===== config.mk =====
export PLATFORM = sky130hd
export DESIGN_NAME = mem_stage_ctrl
export DESIGN_NICKNAME = d
export VERILOG_FILES = /design/src/rtl/mem_stage_ctrl.sv
export SDC_FILE = /design/constraint.sdc
export NUM_CORES = 1
export LEC_CHECK = 0
export CORE_UTILIZATION = 43
export DETAILED_ROUTE_END_ITERATION = 16
export PLACE_DENSITY = 0.93
export SLEW_MARGIN = 25
export SYNTH_ARGS = -nofsm -noshare
export SYNTH_HDL_FRONTEND = slang
export SYNTH_SLANG_ARGS = --single-unit

===== constraint.sdc =====
create_clock -name clk -period 2.2 [get_ports clk]
set_clock_uncertainty 0.15 [all_clocks]
set_input_delay 0.33 -clock clk [delete_from_list [all_inputs] [get_ports clk]]
set_output_delay 0.33 -clock clk [all_outputs]
set_load 0.1 [all_outputs]

===== src/rtl/mem_stage_ctrl.sv =====
// ============================================================================
// mem_stage_ctrl : M-stage data-memory access controller with req/ack
//                  handshake, byte-lane steering, load extraction and WB regs.
// Optional: MEM_ALIGN_CHECK_EN enables misaligned word-access detection.
// Revision: 1.0
// ============================================================================
`default_nettype none

module mem_stage_ctrl #(
   parameter int ADDR_W = 32,
   parameter int DATA_W = 32
) (
   input  logic              clk,
   input  logic              reset,
   input  logic              memread,
   input  logic              memwrite,
   input  logic              byteword,
   input  logic              regwrite_in,
   input  logic              memtoreg_in,
   input  logic [ADDR_W-1:0] alu_result,
   input  logic [DATA_W-1:0] store_data,
   input  logic [4:0]        dest_in,
   output logic              dmem_req,
   output logic              dmem_we,
   output logic [ADDR_W-1:0] dmem_addr,
   output logic [DATA_W-1:0] dmem_wdata,
   output logic [3:0]        dmem_be,
   input  logic [DATA_W-1:0] dmem_rdata,
   input  logic              dmem_ack,
   output logic              stall,
   output logic              wb_regwrite,
   output logic [4:0]        wb_dest,
   output logic [DATA_W-1:0] wb_data,
   output logic              misalign
);

   typedef enum logic [0:0] {
      S_IDLE = 1'b0,
      S_BUSY = 1'b1
   } state_t;

   state_t r_state, w_state_nxt;

   logic              r_req, r_we, r_wb_regwrite, r_misalign;
   logic [ADDR_W-1:0] r_addr;
   logic [DATA_W-1:0] r_wdata, r_wb_data;
   logic [3:0]        r_be;
   logic [4:0]        r_wb_dest;

   logic              w_access, w_is_load, w_mis_chk;
   logic              w_stall, w_issue, w_retire, w_misalign, w_wb_pass;
   logic [1:0]        w_lane;
   logic [3:0]        w_be;
   logic [DATA_W-1:0] w_wdata, w_load_data;
   logic [7:0]        w_lane_byte;

   assign w_access  = memread | memwrite;
   // A load without memtoreg is illegal but still executed as a load.
   assign w_is_load = memread & ~memwrite & (memtoreg_in | memread);
   assign w_lane    = alu_result[1:0];

`ifdef MEM_ALIGN_CHECK_EN
   assign w_mis_chk = w_access & byteword & (w_lane != 2'b00);
`else
   assign w_mis_chk = 1'b0;
`endif

   always_comb begin
      w_be    = 4'hF;
      w_wdata = store_data;
      if (!byteword) begin
         w_be    = 4'b0001 << w_lane;
         w_wdata = {4{store_data[7:0]}};
      end
   end

   always_comb begin
      w_lane_byte = 8'h00;
      case (w_lane)
         2'd0:    w_lane_byte = dmem_rdata[7:0];
         2'd1:    w_lane_byte = dmem_rdata[15:8];
         2'd2:    w_lane_byte = dmem_rdata[23:16];
         default: w_lane_byte = dmem_rdata[31:24];
      endcase
      w_load_data = byteword ? dmem_rdata : {{(DATA_W-8){w_lane_byte[7]}}, w_lane_byte};
   end

   always_ff @(posedge clk or negedge reset) begin
      if (!reset) r_state <= S_IDLE;
      else        r_state <= w_state_nxt;
   end

   always_comb begin
      w_state_nxt = r_state;
      w_stall     = 1'b0;
      w_issue     = 1'b0;
      w_retire    = 1'b0;
      w_misalign  = 1'b0;
      w_wb_pass   = 1'b0;
      case (r_state)
         S_IDLE: begin
            if (w_access) begin
               if (w_mis_chk) begin
                  w_misalign = 1'b1;
               end else begin
                  w_stall     = 1'b1;
                  w_issue     = 1'b1;
                  w_state_nxt = S_BUSY;
               end
            end else begin
               w_wb_pass = 1'b1;
            end
         end
         default: begin
            w_stall = ~dmem_ack;
            if (dmem_ack) begin
               w_retire    = 1'b1;
               w_state_nxt = S_IDLE;
            end
         end
      endcase
   end

   always_ff @(posedge clk or negedge reset) begin
      if (!reset) begin
         r_req         <= 1'b0;
         r_we          <= 1'b0;
         r_addr        <= '0;
         r_wdata       <= '0;
         r_be          <= 4'h0;
         r_wb_regwrite <= 1'b0;
         r_wb_dest     <= 5'd0;
         r_wb_data     <= '0;
         r_misalign    <= 1'b0;
      end else begin
         r_misalign <= w_misalign;
         if (w_issue) begin
            r_req         <= 1'b1;
            r_we          <= memwrite;
            r_addr        <= {alu_result[ADDR_W-1:2], 2'b00};
            r_be          <= w_be;
            r_wdata       <= w_wdata;
            r_wb_regwrite <= 1'b0;
         end
         if (w_retire) begin
            r_req         <= 1'b0;
            r_we          <= 1'b0;
            r_wb_regwrite <= w_is_load & regwrite_in;
            r_wb_dest     <= dest_in;
            r_wb_data     <= w_is_load ? w_load_data : alu_result;
         end
         if (w_misalign) begin
            r_wb_regwrite <= 1'b0;
         end
         if (w_wb_pass) begin
            r_wb_regwrite <= regwrite_in;
            r_wb_dest     <= dest_in;
            r_wb_data     <= alu_result;
         end
      end
   end

   // Stall is forced low while reset is asserted, independent of the inputs.
   assign stall       = w_stall & reset;
   assign dmem_req    = r_req;
   assign dmem_we     = r_we;
   assign dmem_addr   = r_addr;
   assign dmem_wdata  = r_wdata;
   assign dmem_be     = r_be;
   assign wb_regwrite = r_wb_regwrite;
   assign wb_dest     = r_wb_dest;
   assign wb_data     = r_wb_data;
   assign misalign    = r_misalign;

endmodule

`default_nettype wire


==> flow_summary.json <==
{
  "slowest_stage": "dfrtp_1",
  "combPwrFrac_pct": 54.1,
  "die_area_um2": 12300,
  "clockBufferDepth": 2,
  "dp_hpwl_mm": 12.1,
  "max_stage_delay_ns": 0.43,
  "critPathCaptureType": "output port",
  "numCtsBuffers": 9,
  "overflow": 0,
  "route.final.wire_length_mm": 16.4,
  "p_int_mw": 4.36,
  "fp.dieW_um": 111,
  "netlist_top_cells_count": "dfrtp_1 (107), nand2_1 (85), o21ai_0 (63), a21oi_1 (53), mux2_2 (40)",
  "antenna_found_initial": 1,
  "start_util_pct": 44.4,
  "synth_ff_type": "dfrtp_1",
  "grt_pass1_vias": 4944,
  "drtIter0Drc": 510,
  "hold_start": "byteword",
  "swShare_pct": 52.4,
  "core_area_um2": 11500,
  "fmax_mhz": 483,
  "dp.cells": 855,
  "fin_crit_sh_pct": 94.1,
  "cts_setup_buffers": 0,
  "clkLatencyLatePin_ns": 0.34,
  "setup_viol": 0,
  "vias": 4889,
  "max-slew-margin-rel_pct": 42.0,
  "worst-path-max-fanout": 6,
  "synth_top_area_cell": "dfrtp_1",
  "io_buffers": 214,
  "instances_no_fill": 873,
  "dieHeight_um": 111,
  "p_leak_nw": 3.31,
  "finalHoldViolations": 0,
  "min_period_ns": 2.07,
  "worstHoldPathCells": 3,
  "row_count": 39,
  "synth_top_area_share_pct": 52.6,
  "gr-usage-all-layers_pct": 27.2,
  "p_sw_mw": 4.79,
  "worstPathArrival_ns": 1.59,
  "cts-root-buf": "clkbuf_16",
  "reg2reg_depth": 4,
  "crit_type": "reg2out",
  "grt_max_degree": 108,
  "cp_cell_sequence": "or2_4 > o21ai_4 > inv_2 > and2_1 > buf_12",
  "wl_per_cell_um": 18.7,
  "rsz0062_at_grt": "false",
  "reg2reg_slack_ns": 0.37,
  "io_pins": 219,
  "htree_levels": 3,
  "fin_area_um2": 7490,
  "ys_warn_count": 0,
  "area_delta_synth_final_pct": 47.2,
  "hold_class": "in2reg",
  "post_dp_cell_area_um2": 7180,
  "fin_nets": 833,
  "antenna_left": 0,
  "ys_types": 38,
  "worst_pin_slew_ns": 0.866,
  "pwr-share-clk_pct": 17.2,
  "utilization_pct": 65.4,
  "cts_tree": "done",
  "drive_gt1_share_pct": 27.0,
  "slew_viol_final": 0,
  "reg2reg_to": "wb_data[23]",
  "setup.worst_path.start_class": "flop",
  "power_frac_seq_pct": 28.7,
  "firstDrtPassIters": 6,
  "cap_violations": 0,
  "gp_congestion": 0.929,
  "clk_pin_slew_ns": 0.07,
  "r2r-start": "r_state",
  "status": "completed",
  "crit_family": "simple AND/OR/NAND/NOR gates",
  "required_ns": 1.72,
  "p_per_area_nw_per_um2": 1220,
  "clock-sinks": 107,
  "yosysMostFrequentCell": "dfrtp_1",
  "syn-cell-area_um2": 5090,
  "drc": 0,
  "vdd_drop_max_mv": 0.854,
  "grt_pass1_wl_mm": 26.3,
  "syn_inst": 513,
  "synth-edff-count": 0,
  "seq_area_frac_synth_pct": 52.6,
  "vias_per_cell": 5.60,
  "min_to": "wb_data[20]",
  "synth-seq-cells": 107,
  "synth.area.top_cells": "dfrtp_1 (53%), mux2_2 (8.8%), nand2_1 (6.3%)",
  "crit_buf_inv": 2,
  "syn_avg_cell_area_um2": 9.92,
  "async_flop_share_pct": 100,
  "whs_ns": 0.282
}
[sequential cells by signal (all words and copies together) (netlist names)]
name	count
dmem_addr	30
dmem_be	4
dmem_req	1
dmem_wdata	32
dmem_we	1
r_state	1
wb_data	32
wb_dest	5
wb_regwrite	1
[worst register-to-register path, stage by stage, from the launching register on]
cell	delay, ns
dfrtp_1	0.43
nor2_1	0.68
a21oi_1	0.17
a2bb2oi_1	0.16
o21ai_0	0.17
[metrics by stage]
stage	setup TNS [ns]	worst slack [ns]	power (mW)
floorplan	0	0.0761	6.35
global placement	-0.00228	-0.00228	7.53
detailed placement	-0.0757	-0.0204	7.61
CTS	0	0.0220	9.21
global route	0	0.0794	9.48
finish	0	0.129	9.16
[routing by layer]
layer | track usage, % | part of all wire, % | up-vias
li1 | - | - | 2239
met1 | 32.8 | 40 | 2355
met2 | 45.3 | 49 | 253
met3 | 7.22 | 8.3 | 42
met4 | 12.4 | 3.3 | 0
met5 | 0 | 0 | -
[layout make-up]
class                   count  area [µm²]
well taps                 143         179
fillers                   882        3970
inverters                   5        18.8
clock buffers              15         288
flip-flops and latches    107        2680
clock inverters             1        5.00
repair buffers            241        2110
multi-input cells         360        2210
diodes                      1        2.50
[power groups by stage]
| stage | Combinational [mW] | Sequential, mW | Clock, mW |
|---|---|---|---|
| after global placement | 4.90 | 2.63 | 0 |
| final | 4.95 | 2.63 | 1.57 |
| after global routing | 5.10 | 2.67 | 1.71 |
| after CTS | 4.96 | 2.63 | 1.62 |
| after floorplan | 0.689 | 5.67 | 0 |
| after detailed placement | 4.96 | 2.66 | 0 |
[repair_timing]
| action | CTS | global route |
|---|---|---|
| hold buffers | 1 | 0 |
| endpoints found under the hold margin | 107 | 0 |
| endpoints found under the setup margin | 0 | 1 |
| gates resized for setup | 0 | 3 |
[placed cells by master, fill, tap and decap left out, types with 2 or more instances in the layout]
cell and instances:
a21boi_0 2, nand2_1 85, clkinv_1 2, clkdlybuf4s50_1 104
mux2_2 40, buf_12 3, a21oi_1 53, mux4_2 2
mux2i_1 4, a2bb2oi_1 11, dfrtp_1 107, nor2b_1 10
clkbuf_1 2, o221ai_1 8, o21ai_0 63, and2_1 2
clkbuf_16 9, conb_1 3, inv_1 2, a311oi_1 2
o22ai_1 3, buf_4 131, o22a_1 5, o2bb2ai_1 13
a31oi_1 18, nand2b_1 2, nor2_1 23, clkbuf_8 4
[kinds of logic after synthesis]
kind of cell | after synthesis | share of synthesized area [%]
AOI/OAI and AO/OA | 183 | 21.9
and+or+nand+nor | 128 | 10.5
DFF | 107 | 52.6
buffers and inverters | 48 | 4.37
muxes | 46 | 10.5
other | 1 | 0.0737
[how the worst max path moves through the flow]
stage | startpoint | endpoint | depth (start not counted)
finish | r_state | stall | 5
global route | r_state | stall | 5
CTS | memread | stall | 6
detailed placement | memread | wb_data[20] | 5
global placement | alu_result[1] | wb_data[5] | 6
floorplan | dmem_ack | stall | 6
Power figures use the tool's default switching activity.
